## config.mk

```make
export PLATFORM = sky130hd
export DESIGN_NAME = perceptron_trainer_flat
export DESIGN_NICKNAME = d
export VERILOG_FILES = /design/src/rtl/perceptron_trainer_if.sv /design/src/rtl/perceptron_trainer.sv /design/src/flat_wrapper.sv
export SDC_FILE = /design/constraint.sdc
export NUM_CORES = 1
export LEC_CHECK = 0
export ABC_AREA = 0
export ABC_CLOCK_PERIOD_IN_PS = 16700
export CAP_MARGIN = 20
export CORE_MARGIN = 2
export CORE_UTILIZATION = 35
export CTS_BUF_LIST = sky130_fd_sc_hd__clkbuf_4
export DETAILED_ROUTE_END_ITERATION = 10
export HOLD_SLACK_MARGIN = 0.06
export PLACE_DENSITY = 0.56
export SLEW_MARGIN = 15
export SYNTH_ARGS = -nofsm -noshare
export SYNTH_HDL_FRONTEND = slang
export SYNTH_SLANG_ARGS = --single-unit
export TNS_END_PERCENT = 1
```

## constraint.sdc

```tcl
create_clock -name clk -period 16.7 [get_ports clk]
set_input_delay 3.34 -clock clk [delete_from_list [all_inputs] [get_ports clk]]
set_output_delay 3.34 -clock clk [all_outputs]
set_load 0.005 [all_outputs]
```

## src/rtl/perceptron_trainer_if.sv

```systemverilog
// perceptron_trainer_if: control, sample-fetch handshake and result bundle of the perceptron trainer
interface perceptron_trainer_if #(
  parameter int N_IN = 4,
  parameter int XW   = 7,
  parameter int WW   = 14,
  parameter int IDXW = 8,
  parameter int EPW  = 8
);
  logic                 start;
  logic [IDXW-1:0]      n_samples;
  logic [EPW-1:0]       max_epochs;
  logic                 sample_req;
  logic [IDXW-1:0]      sample_idx;
  logic                 sample_valid;
  logic [N_IN*XW-1:0]   sample_x;
  logic [1:0]           sample_t;
  logic [N_IN*WW-1:0]   weights;
  logic [WW-1:0]        bias;
  logic                 busy;
  logic                 done;
  logic                 converged;
  logic [EPW-1:0]       epoch_count;
  modport master (
    input  start, n_samples, max_epochs, sample_valid, sample_x, sample_t,
    output sample_req, sample_idx, weights, bias, busy, done, converged, epoch_count
  );
  modport slave (
    output start, n_samples, max_epochs, sample_valid, sample_x, sample_t,
    input  sample_req, sample_idx, weights, bias, busy, done, converged, epoch_count
  );
endinterface

```

## src/rtl/perceptron_trainer.sv

```systemverilog
// perceptron_trainer: epoch-iterating perceptron trainer; PERCEPTRON_SAT_EN clamps updates instead of wrapping
module perceptron_trainer #(
  parameter int N_IN     = 4,
  parameter int XW       = 7,
  parameter int WW       = 14,
  parameter int IDXW     = 8,
  parameter int EPW      = 8,
  parameter int THETA    = 0,
  parameter int LR_SHIFT = 0
) (
  input logic clk,
  input logic rst_n,
  perceptron_trainer_if.master bus
);
  localparam int ACCW = XW + WW + $clog2(N_IN + 1) + 1;
  localparam int UW   = WW + XW + LR_SHIFT + 2;
  localparam int MW   = N_IN > 1 ? $clog2(N_IN) : 1;
  localparam logic signed [ACCW-1:0] TH = ACCW'(THETA);
  localparam logic signed [UW-1:0]   BD = UW'(2 ** LR_SHIFT);
`ifdef PERCEPTRON_SAT_EN
  localparam logic signed [UW-1:0] WMAX = UW'(2 ** (WW - 1) - 1);
  localparam logic signed [UW-1:0] WMIN = -WMAX - UW'(1);
`endif
  typedef enum logic [2:0] {IDLE, FETCH, WAIT, MAC, DECIDE, UPDATE, EPOCH_END, DONE} state_t;
  state_t state, state_n;
  logic [IDXW-1:0]        idx, n_lat;
  logic [EPW-1:0]         max_lat, ep;
  logic                   change, conv;
  logic [N_IN*XW-1:0]     x_lat;
  logic [1:0]             t_lat;
  logic signed [ACCW-1:0] acc, prod;
  logic [MW-1:0]          mi;
  logic signed [WW-1:0]   w [N_IN];
  logic signed [WW-1:0]   w_upd [N_IN];
  logic signed [XW-1:0]   xs [N_IN];
  logic signed [WW-1:0]   b, b_upd;
  logic                   t_pos, t_neg, y_pos, y_neg, need_upd, last;

  function automatic logic signed [WW-1:0] fit(input logic signed [UW-1:0] v);
`ifdef PERCEPTRON_SAT_EN
    fit = v > WMAX ? WW'(WMAX) : v < WMIN ? WW'(WMIN) : WW'(v);
`else
    fit = WW'(v);
`endif
  endfunction

  genvar i;
  for (i = 0; i < N_IN; i++) begin : g_lane
    logic signed [UW-1:0] d;
    assign xs[i] = x_lat[i*XW +: XW];
    assign d = UW'(xs[i]) <<< LR_SHIFT;
    assign w_upd[i] = fit(UW'(w[i]) + (t_neg ? -d : d));
    assign bus.weights[i*WW +: WW] = w[i];
  end

  assign prod     = ACCW'(xs[mi]) * ACCW'(w[mi]);
  assign b_upd    = fit(UW'(b) + (t_neg ? -BD : BD));
  assign t_pos    = t_lat == 2'b01;
  assign t_neg    = t_lat == 2'b11;
  assign y_pos    = acc > TH;
  assign y_neg    = acc < -TH;
  assign need_upd = (t_pos && !y_pos) || (t_neg && !y_neg);
  assign last     = idx == n_lat - 1'b1;

  always_ff @(posedge clk or negedge rst_n)
    if (!rst_n) state <= IDLE;
    else state <= state_n;

  always_comb begin
    state_n = state;
    case (state)
      IDLE, DONE: if (bus.start) state_n = bus.n_samples == '0 ? DONE : FETCH;
      FETCH:      state_n = WAIT;
      WAIT:       if (bus.sample_valid) state_n = MAC;
      MAC:        if (mi == MW'(N_IN - 1)) state_n = DECIDE;
      DECIDE:     state_n = need_upd ? UPDATE : last ? EPOCH_END : FETCH;
      UPDATE:     state_n = last ? EPOCH_END : FETCH;
      EPOCH_END:  state_n = (!change || (max_lat != '0 && ep + 1'b1 == max_lat)) ? DONE : FETCH;
      default:    state_n = IDLE;
    endcase
  end

  always_comb begin
    bus.sample_req  = state == FETCH;
    bus.busy        = !(state inside {IDLE, DONE});
    bus.done        = state == DONE;
    bus.sample_idx  = idx;
    bus.bias        = b;
    bus.converged   = conv;
    bus.epoch_count = ep;
  end

  always_ff @(posedge clk or negedge rst_n) begin
    if (!rst_n) begin
      idx     <= '0;
      n_lat   <= '0;
      max_lat <= '0;
      ep      <= '0;
      change  <= 1'b0;
      conv    <= 1'b0;
      x_lat   <= '0;
      t_lat   <= '0;
      acc     <= '0;
      mi      <= '0;
      w       <= '{default: '0};
      b       <= '0;
    end else begin
      case (state)
        IDLE, DONE: if (bus.start) begin
          w       <= '{default: '0};
          b       <= '0;
          ep      <= '0;
          conv    <= bus.n_samples == '0;
          n_lat   <= bus.n_samples;
          max_lat <= bus.max_epochs;
          idx     <= '0;
          change  <= 1'b0;
        end
        WAIT: if (bus.sample_valid) begin
          x_lat <= bus.sample_x;
          t_lat <= bus.sample_t;
          acc   <= ACCW'(b);
          mi    <= '0;
        end
        MAC: begin
          acc <= acc + prod;
          mi  <= mi + 1'b1;
        end
        UPDATE: begin
          w      <= w_upd;
          b      <= b_upd;
          change <= 1'b1;
        end
        EPOCH_END: begin
          if (ep != '1) ep <= ep + 1'b1;
          conv   <= !change;
          idx    <= '0;
          change <= 1'b0;
        end
        default: ;
      endcase
      // the sample index only advances when another sample of the same epoch follows
      if (state inside {DECIDE, UPDATE} && state_n == FETCH) idx <= idx + 1'b1;
    end
  end
endmodule
```

## src/flat_wrapper.sv

```systemverilog
// flat-port wrapper written by rule: the top's interface ports become plain ports
module perceptron_trainer_flat 
#(
  parameter int N_IN     = 4,
  parameter int XW       = 7,
  parameter int WW       = 14,
  parameter int IDXW     = 8,
  parameter int EPW      = 8,
  parameter int THETA    = 0,
  parameter int LR_SHIFT = 0
)
  (clk, rst_n, bus_start, bus_n_samples, bus_max_epochs, bus_sample_valid, bus_sample_x, bus_sample_t, bus_sample_req, bus_sample_idx, bus_weights, bus_bias, bus_busy, bus_done, bus_converged, bus_epoch_count);
  perceptron_trainer_if #(.N_IN(N_IN), .XW(XW), .WW(WW), .IDXW(IDXW), .EPW(EPW)) bus_i ();
  input logic clk;
  input logic rst_n;
  input wire logic [$bits(bus_i.start)-1:0] bus_start;
  input wire logic [$bits(bus_i.n_samples)-1:0] bus_n_samples;
  input wire logic [$bits(bus_i.max_epochs)-1:0] bus_max_epochs;
  input wire logic [$bits(bus_i.sample_valid)-1:0] bus_sample_valid;
  input wire logic [$bits(bus_i.sample_x)-1:0] bus_sample_x;
  input wire logic [$bits(bus_i.sample_t)-1:0] bus_sample_t;
  output wire logic [$bits(bus_i.sample_req)-1:0] bus_sample_req;
  output wire logic [$bits(bus_i.sample_idx)-1:0] bus_sample_idx;
  output wire logic [$bits(bus_i.weights)-1:0] bus_weights;
  output wire logic [$bits(bus_i.bias)-1:0] bus_bias;
  output wire logic [$bits(bus_i.busy)-1:0] bus_busy;
  output wire logic [$bits(bus_i.done)-1:0] bus_done;
  output wire logic [$bits(bus_i.converged)-1:0] bus_converged;
  output wire logic [$bits(bus_i.epoch_count)-1:0] bus_epoch_count;
  assign bus_i.start = bus_start;
  assign bus_i.n_samples = bus_n_samples;
  assign bus_i.max_epochs = bus_max_epochs;
  assign bus_i.sample_valid = bus_sample_valid;
  assign bus_i.sample_x = bus_sample_x;
  assign bus_i.sample_t = bus_sample_t;
  assign bus_sample_req = bus_i.sample_req;
  assign bus_sample_idx = bus_i.sample_idx;
  assign bus_weights = bus_i.weights;
  assign bus_bias = bus_i.bias;
  assign bus_busy = bus_i.busy;
  assign bus_done = bus_i.done;
  assign bus_converged = bus_i.converged;
  assign bus_epoch_count = bus_i.epoch_count;
  perceptron_trainer #(.N_IN(N_IN), .XW(XW), .WW(WW), .IDXW(IDXW), .EPW(EPW), .THETA(THETA), .LR_SHIFT(LR_SHIFT)) u_core (.clk(clk), .rst_n(rst_n), .bus(bus_i));
endmodule
```

* After elaboration in Yosys (flattened, before gate mapping) *
Index checks and enable logic that the tools add are counted.

storage, ports and cells
  register bits = 164
  bits in latches = 0
  RAM bits = 0
  bits in read-only memories = 0
  input bits = 50
  output and inout port bits = 90
  word-level logic and storage cells = 118
  memories kept = 0

cells by class
  $add $sub $neg = 14
  multiply operators = 1
  divide/modulo/power cells = 0
  $lt $le $gt $ge = 3
  equal/unequal tests = 18
  shift-type cells = 0
  mux-type cells = 36
  bitwise gates (word level) = 1
  reductions and logical operators = 29

operators with widths
  cell                   number
  $mux W14               8
  $pmux W56 S2           1
  $add A14 B14 Y14       5
  $mux W56               1
  $neg A7 Y14            4
  $pmux W25 S2           1
  $pmux W8 S2            2
  $bmux W14 S2           1
  $pmux W14 S2           1
  $add A25 B25 Y25       1
  $gt A25 B1 Y1 const B  1
  $lt A25 B1 Y1 const B  1
  $mux W25               1
  $mux W8                3
  $mul A7 B14 Y21        1
  $mux W3                7
  $pmux W3 S7            1
  $add A8 B1 Y8 const B  2
  $eq A8 B8 Y1           2
  $bmux W7 S2            1
  $mux W7                2
  $reduce_and A2 Y1      7
  $eq A3 B3 Y1 const B   4
  $reduce_bool A2 Y1     5
  26 further kinds       39

* Longest topological paths before layout *
  depth in word-level cells = 10
  mapped depth = 32
  depth with buffers taken out = 30

* Worst setup path before layout *
OpenSTA, ideal clock, no wires.

  path type = register -> register
  start = register u_core.mi[0]
  end = register u_core.acc[24]
  library setup time = 0.124 ns
  data arrival time = 7.949 ns
  required time = 16.576 ns
  slack = 8.627 ns
  stages on the path, launching flop included = 30
  buffers on the path = 3
  period minus slack after synthesis = 8.073 ns
  path through = dfrtp_1 > clkbuf_1 > buf_1 > mux4_2 > clkbuf_1 > and2_1 > fa_1 > fa_1 > fa_1 > inv_1 > fa_1 > inv_1 > ha_1 > a2111oi_2 > o21ai_1 > a221oi_2 > o21ai_2 > a211o_1 > a21oi_2 > xor2_1 > ha_1 > inv_1 > o21bai_1 > a21o_1 > a21o_1 > a21oi_1 > o31ai_1 > xnor3_1 > a21o_1 > a211o_1

on the way
  longest elaborated chain between the ends = 7
  elaborated cells on any way between the ends = 10
  classes of those cells = 1 x add/sub; 1 x mul; 7 x mux; 1 x bitwise

RTL lines
  what                                                                     RTL line                   text
  from (decl)                                                              perceptron_trainer.sv:32   logic [MW-1:0] mi;
  from (signal assigned)                                                   perceptron_trainer.sv:127  mi <= mi + 1'b1;
  $not A2 Y3 (implied by the code) (*)                                     perceptron_trainer.sv:56   assign prod = ACCW'(xs[mi]) * ACCW'(w[mi]);
  $bmux W7 S2 or $bmux W14 S2 (tied branches)                              perceptron_trainer.sv:56
  $mux W7 (implied by the code) or $mux W14 (tied branches) (2 in series)  perceptron_trainer.sv:56
  $mul A7 B14 Y21 (*)                                                      perceptron_trainer.sv:56
  $add A25 B25 Y25 (*)                                                     perceptron_trainer.sv:126  acc <= acc + prod;
  $pmux W25 S2 (*)                                                         perceptron_trainer.sv:108  case (state)
  to (signal assigned)                                                     perceptron_trainer.sv:122  acc <= ACCW'(b);
  to (signal assigned)                                                     perceptron_trainer.sv:126
  to (decl)                                                                perceptron_trainer.sv:31   logic signed [ACCW-1:0] acc, prod;

Every way passes the cells marked *; elsewhere a longest branch is shown, timed or not. The select of a mux whose other input is x is not followed.
A chain may end at the register's enable or synchronous reset.

* Final worst setup path *
  start = register u_core.mi[1]
  end = register u_core.acc[24]

Same word-level chain as after synthesis.

==> flow_summary_export.csv <==
group,metric,value,unit
setup_path,critPathRequiredTime,17.27,ns
setup_path,reg2reg_to,"u_core.acc[24]",
synthesis,avgSynthCellArea,8.63,µm²
floorplan,io_pins,140,
drt,drt_iter0_drc,987,
floorplan,core_area,44200,µm²
synthesis,syn_inst,1815,
global_route,gr-total-overflow,0,
final_layout,fin_nets,2189,
clocking,cts-htree-levels,4,
final_layout,utilization,40.6,%
final_layout,drive_gt1_share,5.34,%
setup_path,cp.arrival,9.05,ns
min_path,hp-start,"u_core.change",
drt,drc,0,
timing,relSlewSlack,26.9,%
final_layout,area_delta_synth_final,14.7,%
timing,hold_viol,0,
setup_path,cp_max_fo,24,
global_route,grt_max_degree,85,
timing,timing.final.crit_share,50.8,%
timing,max_freq,118,MHz
global_route,grt_use_total,19.9,%
timing,drv_slew,0,
clocking,clk-insertion-delay-late,0.67,ns
floorplan,start_util,35.4,%
floorplan,die_x,216,µm
placement,gp_congestion,0.872,
clocking,cts.clk_slew.worst_paths,0.15,ns
drt,viasPerCell,5.32,
synthesis,synth_nets,2086,
synthesis,synth-async-reset-ratio,100,%
placement,port_buffers,139,
timing,setup_violations,0,
setup_path,critPathCaptureType,"register",
synthesis,ys_warn_count,0,
flow_run,max_cap_violations,0,
setup_path,path_buf_inv,4,
setup_path,crit_path_start_kind,"register",
synthesis,synth-edff-count,0,
clocking,numCtsBuffers,17,
drt,dr_total_vias,13400,
drt,postRouteWirelength,45300,µm
synthesis,ys_seq_area_share,26.2,%
clocking,cts_resized,0,
drt,wl_per_cell,18.0,µm
clocking,post_cts_buffers,0,
floorplan,core.rowCount,77,
timing,setup_ws,8.22,ns
setup_path,worstSetupPathType,"register to register",
synthesis,ys_ff_latch,164,
drt,ant_nets,0,
timing,fin_tns_setup,0,ns
setup_path,crit-reg2reg-launch,"u_core.mi[1]",
min_path,hold_path.class,"register to register",
floorplan,dieArea,46500,µm²
drt,firstDrtPassIters,5,
setup_path,path_common_cell,"fa_1",
clocking,clock_path_buffers,2,
placement,postPlaceCellArea,17700,µm²
timing,rsz0062_at_grt,"no",
final_layout,final_area,18000,µm²
clocking,clock-sinks,164,
setup_path,reg2reg_depth,28,
clocking,cts-hold-fix-buffers,0,
run_status,status,"completed",
clocking,cts_tree,"built",
min_path,holdPathStages,2,
final_layout,fillers,4430,
global_route,grt_pass1_vias,13200,
floorplan,die_h,216,µm
global_route,grt_pass1_wl,72900,µm
synthesis,synthFlopType,"dfrtp_1",
setup_path,worst_path_largest_cell_delay,1.04,ns
timing,tightest_slew,1.10,ns
clocking,cts-root-buf,"clkbuf_4",
setup_path,slowest_stage,"dfrtp_1",
placement,dp_slack,8.29,ns
global_route,grt_antenna_before_repair,2,
timing,fin_worst_skew,0.0248,ns
setup_path,crit_family,"compound AO/OA/AOI/OAI gates",
placement,hpwl,35000,µm
synthesis,syn_area,15700,µm²
timing,finalCriticalPeriod,8.48,ns
min_path,min_to,"u_core.change",
setup_path,regToRegSetupSlack,8.22,ns
synthesis,ys_types,72,
per-layer routing:
layer  wire [µm]  GRT usage (%)  up-vias
met5           0              0        -
met4         982           5.84        0
met3        1960           3.51       47
met2       21400           32.6      304
met1       21000           26.9     6583
li1            -              -     6486
state kept, by name (all words and copies together) (netlist names):
signal / cells
u_core.acc: 25
u_core.bus.bias: 14
u_core.bus.converged: 1
u_core.bus.epoch_count: 8
u_core.bus.sample_idx: 8
u_core.bus.weights: 56
u_core.change: 1
u_core.max_lat: 8
u_core.mi: 2
u_core.n_lat: 8
u_core.state: 3
u_core.t_lat: 2
u_core.x_lat: 28
cells by family (layout without fill, tap and decap cells):
family / after synthesis / after routing / share of synthesized area [%]
buffers and inverters: 230 / 345 / 5.51
other: 0 / 2 / 0
multiplexers: 50 / 50 / 5.11
AND/OR/NAND/NOR: 604 / 604 / 18.0
AO/OA/AOI/OAI: 428 / 428 / 17.0
flip-flops: 164 / 164 / 26.2
XOR/XNOR: 118 / 118 / 6.68
adder cells (fa/ha/maj): 221 / 221 / 21.5
worst max-delay path by stage:
| stage | start | endpoint | slack (ns) | depth (start not counted) |
|---|---|---|---|---|
| after global routing | u_core.mi[1] | u_core.acc[24] | 7.65 | 28 |
| after detailed placement | u_core.mi[1] | u_core.acc[24] | 8.29 | 28 |
| after CTS | u_core.mi[1] | u_core.acc[24] | 8.24 | 28 |
| after global placement | u_core.mi[1] | u_core.acc[24] | 8.49 | 28 |
| after floorplan | u_core.mi[0] | u_core.acc[24] | 8.63 | 29 |
| final | u_core.mi[1] | u_core.acc[24] | 8.22 | 28 |
worst reg2reg max path: cells and delay by family, from the launching register on:
family,cells,cell delay [ns]
simple gates,1,0.09
compound gates,14,2.90
xor+xnor,2,0.59
fa+ha+maj,6,2.83
mux,1,0.42
flops,1,1.04
buf+inv,4,0.48
layout by cell type (no fill, tap or decap), types with 12 or more instances in the layout:
cell	netlist	final
a31oi_1	12	12
nor3_1	24	23
o31ai_1	21	21
fa_1	80	80
nor2_1	91	89
dfrtp_1	164	164
clkdlybuf4s50_1	0	138
mux4_2	23	23
o21bai_1	13	13
mux2i_1	17	17
a21oi_1	90	90
nor4_1	23	23
inv_1	158	158
and3_1	13	12
nand2_1	262	261
xor2_1	52	52
o21ai_1	42	43
ha_1	141	141
clkbuf_4	0	20
and2_1	80	80
a211oi_1	13	13
nand3_1	58	58
o21ai_0	120	118
buf_4	0	14
xnor2_1	65	65
a21o_1	32	32
through the flow:
step                      cells  hold WS (ns)
final                      2524         0.519
after global routing       2524         0.558
after CTS                  2522         0.526
after detailed placement   2491         0.491
after global placement     2491         0.487
after floorplan            1815         0.467
area by class of cell:
type,instances,area (µm²),area share [%]
flip-flops and latches,164,4100,22.8
well taps,592,741,4.12
inverters,161,604,3.36
clock buffers,20,150,0.835
clock inverters,11,135,0.752
multi-input cells,1421,10700,59.7
repair buffers,153,1500,8.33
diodes,2,5.00,0.0278
synth_stat cells (all sizes together), types with 4 or more instances:
library cell / number / share of area (%)
buf: 6 / 0.14
o21ai: 163 / 5.2
nor4: 23 / 0.92
nor2: 91 / 2.2
mux2i: 17 / 1.1
mux4: 23 / 3.3
xnor2: 65 / 3.6
or2: 10 / 0.40
nand4: 7 / 0.28
o41ai: 4 / 0.22
o21bai: 13 / 0.62
o31ai: 21 / 1.0
nor2b: 11 / 0.44
inv: 160 / 3.8
a21o: 33 / 1.6
mux2: 10 / 0.72
nor3: 24 / 0.77
fa: 80 / 10
a32o: 4 / 0.26
a31oi: 12 / 0.48
nand3: 58 / 1.9
a211oi: 13 / 0.62
a2111oi: 4 / 0.26
a21boi: 12 / 0.58
and3: 14 / 0.59
a21oi: 91 / 2.9
and2: 80 / 3.2
dfrtp: 164 / 26
a22oi: 6 / 0.29
xor2: 52 / 2.9
ha: 141 / 11
o21a: 9 / 0.43
nand2: 262 / 6.3
clkbuf: 63 / 1.5
a221o: 8 / 0.51
nand2b: 8 / 0.32
or3: 8 / 0.32
Power is left out: the tool's default activity adds up to more than one toggle a clock period on the data nets, which glitch-free logic cannot reach.
